<file path="src/rtl/bolme_pkg.sv">
// rtl/bolme_pkg.sv - shared constants and types for the divider
// Purpose : default operand width, operation encodings and FSM states
//           shared by bolme_birimi and anything that drives it.
// Ports   : none (package).
package bolme_pkg;

  localparam int XLEN_DEF = 32;

  // islem_i[1] set means a signed operation, islem_i[0] set means remainder.
  typedef enum logic [1:0] {
    DIVU = 2'b00,
    REMU = 2'b01,
    DIV  = 2'b10,
    REM  = 2'b11
  } islem_e;

  typedef enum logic {
    IDLE = 1'b0,
    CALC = 1'b1
  } durum_e;

endpackage

</file>
<file path="src/rtl/bolme_birimi.sv">
// rtl/bolme_birimi.sv - iterative radix-2 restoring integer divider
// Purpose : DIVU/REMU/DIV/REM with a fixed 32-step iteration per operation,
//           RISC-V style divide-by-zero and signed-overflow results.
// Ports   : clk_i      clock, all state changes on the rising edge
//           rst_i      synchronous active-high reset
//           basla_i    start request, sampled only in IDLE
//           islem_i    operation select (DIVU, REMU, DIV, REM)
//           bolunen_i  dividend
//           bolen_i    divisor
//           sonuc_o    registered result, held until the next completion
//           bitti_o    one-cycle done pulse coincident with a new sonuc_o
module bolme_birimi
  import bolme_pkg::*;
#(
  parameter int XLEN = XLEN_DEF
) (
  input  logic            clk_i,
  input  logic            rst_i,
  input  logic            basla_i,
  input  logic [1:0]      islem_i,
  input  logic [XLEN-1:0] bolunen_i,
  input  logic [XLEN-1:0] bolen_i,
  output logic [XLEN-1:0] sonuc_o,
  output logic            bitti_o
);

  localparam int            CW       = $clog2(XLEN);
  localparam logic [CW-1:0] SON_ADIM = CW'(XLEN - 1);
  localparam logic [XLEN-1:0] EN_KUCUK = {1'b1, {(XLEN-1){1'b0}}};

  durum_e          durum_q, durum_d;
  islem_e          islem_q;
  logic [XLEN-1:0] bolum_q;   // holds dividend magnitude, quotient bits shift in at LSB
  logic [XLEN-1:0] kalan_q;
  logic [XLEN-1:0] bolen_q;
  logic [CW-1:0]   sayac_q;
  logic            bolum_isaret_q, kalan_isaret_q, sifir_q, tasma_q;

  // Operand capture helpers.
  logic            isaretli;
  logic [XLEN-1:0] bolunen_mut, bolen_mut;

  always_comb begin
    isaretli    = islem_i[1];
    bolunen_mut = (isaretli && bolunen_i[XLEN-1]) ? (~bolunen_i + 1'b1) : bolunen_i;
    bolen_mut   = (isaretli && bolen_i[XLEN-1])   ? (~bolen_i + 1'b1)   : bolen_i;
  end

  // One restoring step. The shifted remainder needs one extra bit and the
  // subtraction one more so the borrow is visible for any divisor value.
  logic [XLEN:0]   kaydir;
  logic [XLEN+1:0] fark;
  logic            odunc;
  logic [XLEN-1:0] kalan_d, bolum_d;

  always_comb begin
    kaydir  = {kalan_q, bolum_q[XLEN-1]};
    fark    = {1'b0, kaydir} - {2'b00, bolen_q};
    odunc   = fark[XLEN+1];
    kalan_d = odunc ? kaydir[XLEN-1:0] : fark[XLEN-1:0];
    bolum_d = {bolum_q[XLEN-2:0], ~odunc};
  end

  // Sign correction and special-case selection for the final write.
  // A zero divisor naturally yields an all-ones quotient and the dividend
  // magnitude as remainder; the explicit selects keep the signed forms right.
  logic [XLEN-1:0] bolum_son, kalan_son, sonuc_d;

  always_comb begin
    bolum_son = bolum_isaret_q ? (~bolum_d + 1'b1) : bolum_d;
    kalan_son = kalan_isaret_q ? (~kalan_d + 1'b1) : kalan_d;
    sonuc_d   = '0;
    case (islem_q)
      DIVU:    sonuc_d = sifir_q ? '1 : bolum_d;
      REMU:    sonuc_d = kalan_d;
      DIV:     sonuc_d = sifir_q ? '1 : (tasma_q ? EN_KUCUK : bolum_son);
      REM:     sonuc_d = tasma_q ? '0 : kalan_son;
      default: sonuc_d = '0;
    endcase
  end

  always_comb begin
    durum_d = durum_q;
    case (durum_q)
      IDLE:    if (basla_i) durum_d = CALC;
      CALC:    if (sayac_q == SON_ADIM) durum_d = IDLE;
      default: durum_d = IDLE;
    endcase
  end

  always_ff @(posedge clk_i) begin
    if (rst_i) begin
      durum_q        <= IDLE;
      islem_q        <= DIVU;
      bolum_q        <= '0;
      kalan_q        <= '0;
      bolen_q        <= '0;
      sayac_q        <= '0;
      bolum_isaret_q <= 1'b0;
      kalan_isaret_q <= 1'b0;
      sifir_q        <= 1'b0;
      tasma_q        <= 1'b0;
      sonuc_o        <= '0;
      bitti_o        <= 1'b0;
    end else begin
      durum_q <= durum_d;
      bitti_o <= 1'b0;
      case (durum_q)
        IDLE: begin
          if (basla_i) begin
            islem_q        <= islem_e'(islem_i);
            bolum_q        <= bolunen_mut;
            kalan_q        <= '0;
            bolen_q        <= bolen_mut;
            sayac_q        <= '0;
            bolum_isaret_q <= isaretli & (bolunen_i[XLEN-1] ^ bolen_i[XLEN-1]);
            kalan_isaret_q <= isaretli & bolunen_i[XLEN-1];
            sifir_q        <= (bolen_i == '0);
            tasma_q        <= isaretli && (bolunen_i == EN_KUCUK) && (bolen_i == '1);
          end
        end
        CALC: begin
          bolum_q <= bolum_d;
          kalan_q <= kalan_d;
          sayac_q <= sayac_q + 1'b1;
          if (sayac_q == SON_ADIM) begin
            sonuc_o <= sonuc_d;
            bitti_o <= 1'b1;
          end
        end
        default: ;
      endcase
    end
  end

endmodule

</file>
<file path="config.mk">
export PLATFORM = sky130hd
export DESIGN_NAME = bolme_birimi
export DESIGN_NICKNAME = d
export VERILOG_FILES = /design/src/rtl/bolme_pkg.sv /design/src/rtl/bolme_birimi.sv
export SDC_FILE = /design/constraint.sdc
export NUM_CORES = 1
export LEC_CHECK = 0
export ABC_AREA = 1
export BUFFER_PORTS_ARGS = -buffer_cell sky130_fd_sc_hd__buf_2
export CAP_MARGIN = 20
export CORE_MARGIN = 4
export CORE_UTILIZATION = 45
export CTS_CLUSTER_DIAMETER = 50
export DETAILED_ROUTE_END_ITERATION = 8
export GPL_TIMING_DRIVEN = 0
export SYNTH_ARGS = -nofsm -noshare
export SYNTH_HDL_FRONTEND = slang
export SYNTH_SLANG_ARGS = --single-unit
</file>
<file path="constraint.sdc">
create_clock -name clk_i -period 4.1 [get_ports clk_i]
set_clock_uncertainty 0.2 [all_clocks]
set_input_delay 0.82 -clock clk_i [delete_from_list [all_inputs] [get_ports clk_i]]
set_output_delay 0.82 -clock clk_i [all_outputs]
set_load 0.03 [all_outputs]
</file>
==> metrics.csv <==
metric,value,unit
r2r_cells,27,
ant_nets,0,
drcViolationCount,0,
grt_max_degree,17,
synth_seq_area_share,22.02,%
nets,2432,
r2r_start,kalan_q[14],
setup_tns,0,ps
wl,49290,µm
core,0.02793,mm²
wire_per_inst,18.16,µm
critPathCaptureType,register,
arrival,4040,ps
synth_ff_type,dfxtp_1,
timing.slew.headroom,45.57,%
cap_violations,0,
grt_pass1_vias,13338,
setup_violations,0,
r2r_end,sonuc_o[26],
min-delay-start,sonuc_o[30],
hold_path_depth,2,
drive_above_1_share,14.73,%
antenna_found_initial,1,
synth_area_leaders,"dfxtp_1 (22%), nand2_1 (20%), inv_1 (7.8%)",
die_height,176.8,µm
ios,102,
dr.pass1.iters,5,
crit_required,4240,ps
cts_tree,done,
finalMaxSlewViolations,0,
clock_latency,440,ps
start_kind,register,
synthCells,2185,
hpwlAfterDp,39850,µm
clockRootBuffer,clkbuf_16,
grt_util_all_layers,30.71,%
clk_path_buf_depth,2,
hold_viol,0,
core.rowCount,61,
synth_area,0.01282,mm²
cts_hold_buf,0,
htree_levels,4,
globalRouteOverflowTotal,0,
drt-vias-per-instance,5.450,
first_iter_violations,1468,
hold_class,reg2reg,
clk_pin_slew,70,ps
status,completed,
synth_nets,2294,
numPortBuffers,100,
yosysWarnings,0,
critPathMaxFanout,6,
worstHoldEndpoint,sonuc_o[30],
worstMarginPinSlew,813.4,ps
synth_edf_count,0,
fin_crit,3904,ps
pre_cts_ws,-770.6,ps
gp_congestion,0.9836,
dieArea,0.03124,mm²
initial_core_util,45.88,%
ys_ff_latch,141,
regToRegSetupSlack,200,ps
via_count,14791,
synth_top_area_share,22.02,%
rsz0062_at_grt,false,
period_share,95.21,%
cts_num_sinks,141,
syn_area_per_cell,5.865,µm²
grt_pass1_wl,74990,µm
synth_top_area_cell,dfxtp_1,
async_flop_share,0,%
diodes,0,
layout_setup_ws,196.2,ps
synth.distinct_cells,60,
max_freq,256.2,MHz
die_w,176.8,µm
critPathKind,reg2reg,
area_delta_synth_final,16.18,%
cts_buffers,17,
-- logic make-up after synthesis --
group | synth area share, %
flops | 22.02
buf+inv | 11.51
simple gates | 42.70
xor+xnor | 4.296
compound gates | 15.50
fa+ha+maj | 3.964
-- placed cells by master, fill, tap and decap left out, types with 5 or more instances in the layout --
master / count
o21ai_0: 104
o22ai_1: 5
xor2_1: 47
clkbuf_16: 17
o31ai_1: 21
o211ai_1: 8
nor2_4: 8
nor3_1: 37
o21ai_1: 12
buf_4: 25
ha_1: 13
buf_1: 13
or2_2: 20
buf_6: 5
a31oi_1: 37
nand4_1: 30
nor2_2: 13
dfxtp_1: 131
o21bai_1: 5
a21oi_1: 123
nand3b_1: 14
nand3_1: 170
ha_2: 7
ha_4: 19
xnor2_1: 14
nand2_4: 9
buf_2: 102
nand2_2: 39
inv_1: 253
nand3_2: 11
inv_2: 21
nand2_1: 681
nor2_1: 175
dfxtp_2: 10
nor4_1: 6
clkbuf_1: 54
-- worst max-delay path, cell delays in order (launching register included) --
cell and delay, ps:
dfxtp_1 460, ha_4 260, nand2_1 130, inv_1 70, a21oi_2 180, nand2_1 140
inv_2 100, nand2_4 60, nand2_4 90, nand2_8 90, clkinv_8 80, ha_4 130
nand3_4 90, nor3_4 210, nand2_2 120, nor3_4 200, nand2_2 100, nor2_4 140
nand3_2 110, nand2_2 110, buf_4 160, nand3_1 70, nand2_1 60, nand3_1 90
a22oi_1 170, nand2_1 90, nand2_1 60, nand2_1 40
-- Yosys cell counts (all sizes together), types with 4 or more instances --
master / count
nor4: 6
ha: 39
o31ai: 21
nand4: 30
o211ai: 8
nand2: 730
inv: 275
a21boi: 4
nand3b: 14
a21oi: 129
xnor2: 14
or2: 23
nor3: 40
nor2: 197
o21ai: 118
o21bai: 5
o41ai: 4
a31oi: 37
o22ai: 5
xor2: 48
dfxtp: 141
buf: 29
clkbuf: 54
nand3: 185
-- worst max-delay path by stage --
stage | to | cells past startpoint | start
floorplan | sonuc_o[22] | 30 | bolen_q[7]
global placement | sonuc_o[24] | 28 | bolen_q[15]
detailed placement | sonuc_o[22] | 28 | bolen_q[15]
CTS | sonuc_o[24] | 26 | bolen_q[24]
global route | sonuc_o[22] | 25 | bolen_q[26]
finish | sonuc_o[26] | 27 | kalan_q[14]
-- registers in the layout, summed over array words and instances (netlist names) --
signal	count
sifir_q	1
kalan_isaret_q	1
bolum_q	32
bolum_isaret_q	1
durum_q	1
bolen_q	32
islem_q	2
sayac_q	5
sonuc_o	32
tasma_q	1
bitti_o	1
kalan_q	32
-- through the flow --
stage / instances / utilization [%] / area [µm²] / hold slack (ps)
final: 2714 / 53.30 / 14890 / 247.7
after global routing: 2714 / 53.30 / 14890 / 268.4
after CTS: 2700 / 52.21 / 14580 / 251.3
after detailed placement: 2663 / 49.36 / 13790 / 235.9
after global placement: 2663 / 49.36 / 13790 / 232.1
after floorplan: 2185 / - / 12820 / 228.4
-- routing by layer --
layer | routed length [µm] | track usage (%) | vias up
met1 | 23360 | 45.18 | 6824
met4 | 694 | 5.642 | 0
met5 | 0 | 0 | -
met3 | 3962 | 5.426 | 50
li1 | - | - | 7348
met2 | 21280 | 47.50 | 569
-- repair_timing --
item	CTS	global route
buffers inserted	5	15
setup endpoints to repair	11	10
gates resized for setup	38	47
pin swaps	6	14
-- layout make-up --
| type | count | area, µm² |
|---|---|---|
| flip-flops and latches | 141 | 2835 |
| plain buffers | 84 | 426.7 |
| inverters | 278 | 1056 |
| clock inverters | 14 | 150.1 |
| clock buffers | 18 | 429.2 |
| multi-input cells | 1681 | 8869 |
| repair buffers | 120 | 650.6 |
| fillers | 3027 | 13050 |
| well taps | 378 | 473.0 |
Power is left out: the tool's default activity adds up to more than one toggle a clock period on the data nets, which glitch-free logic cannot reach.
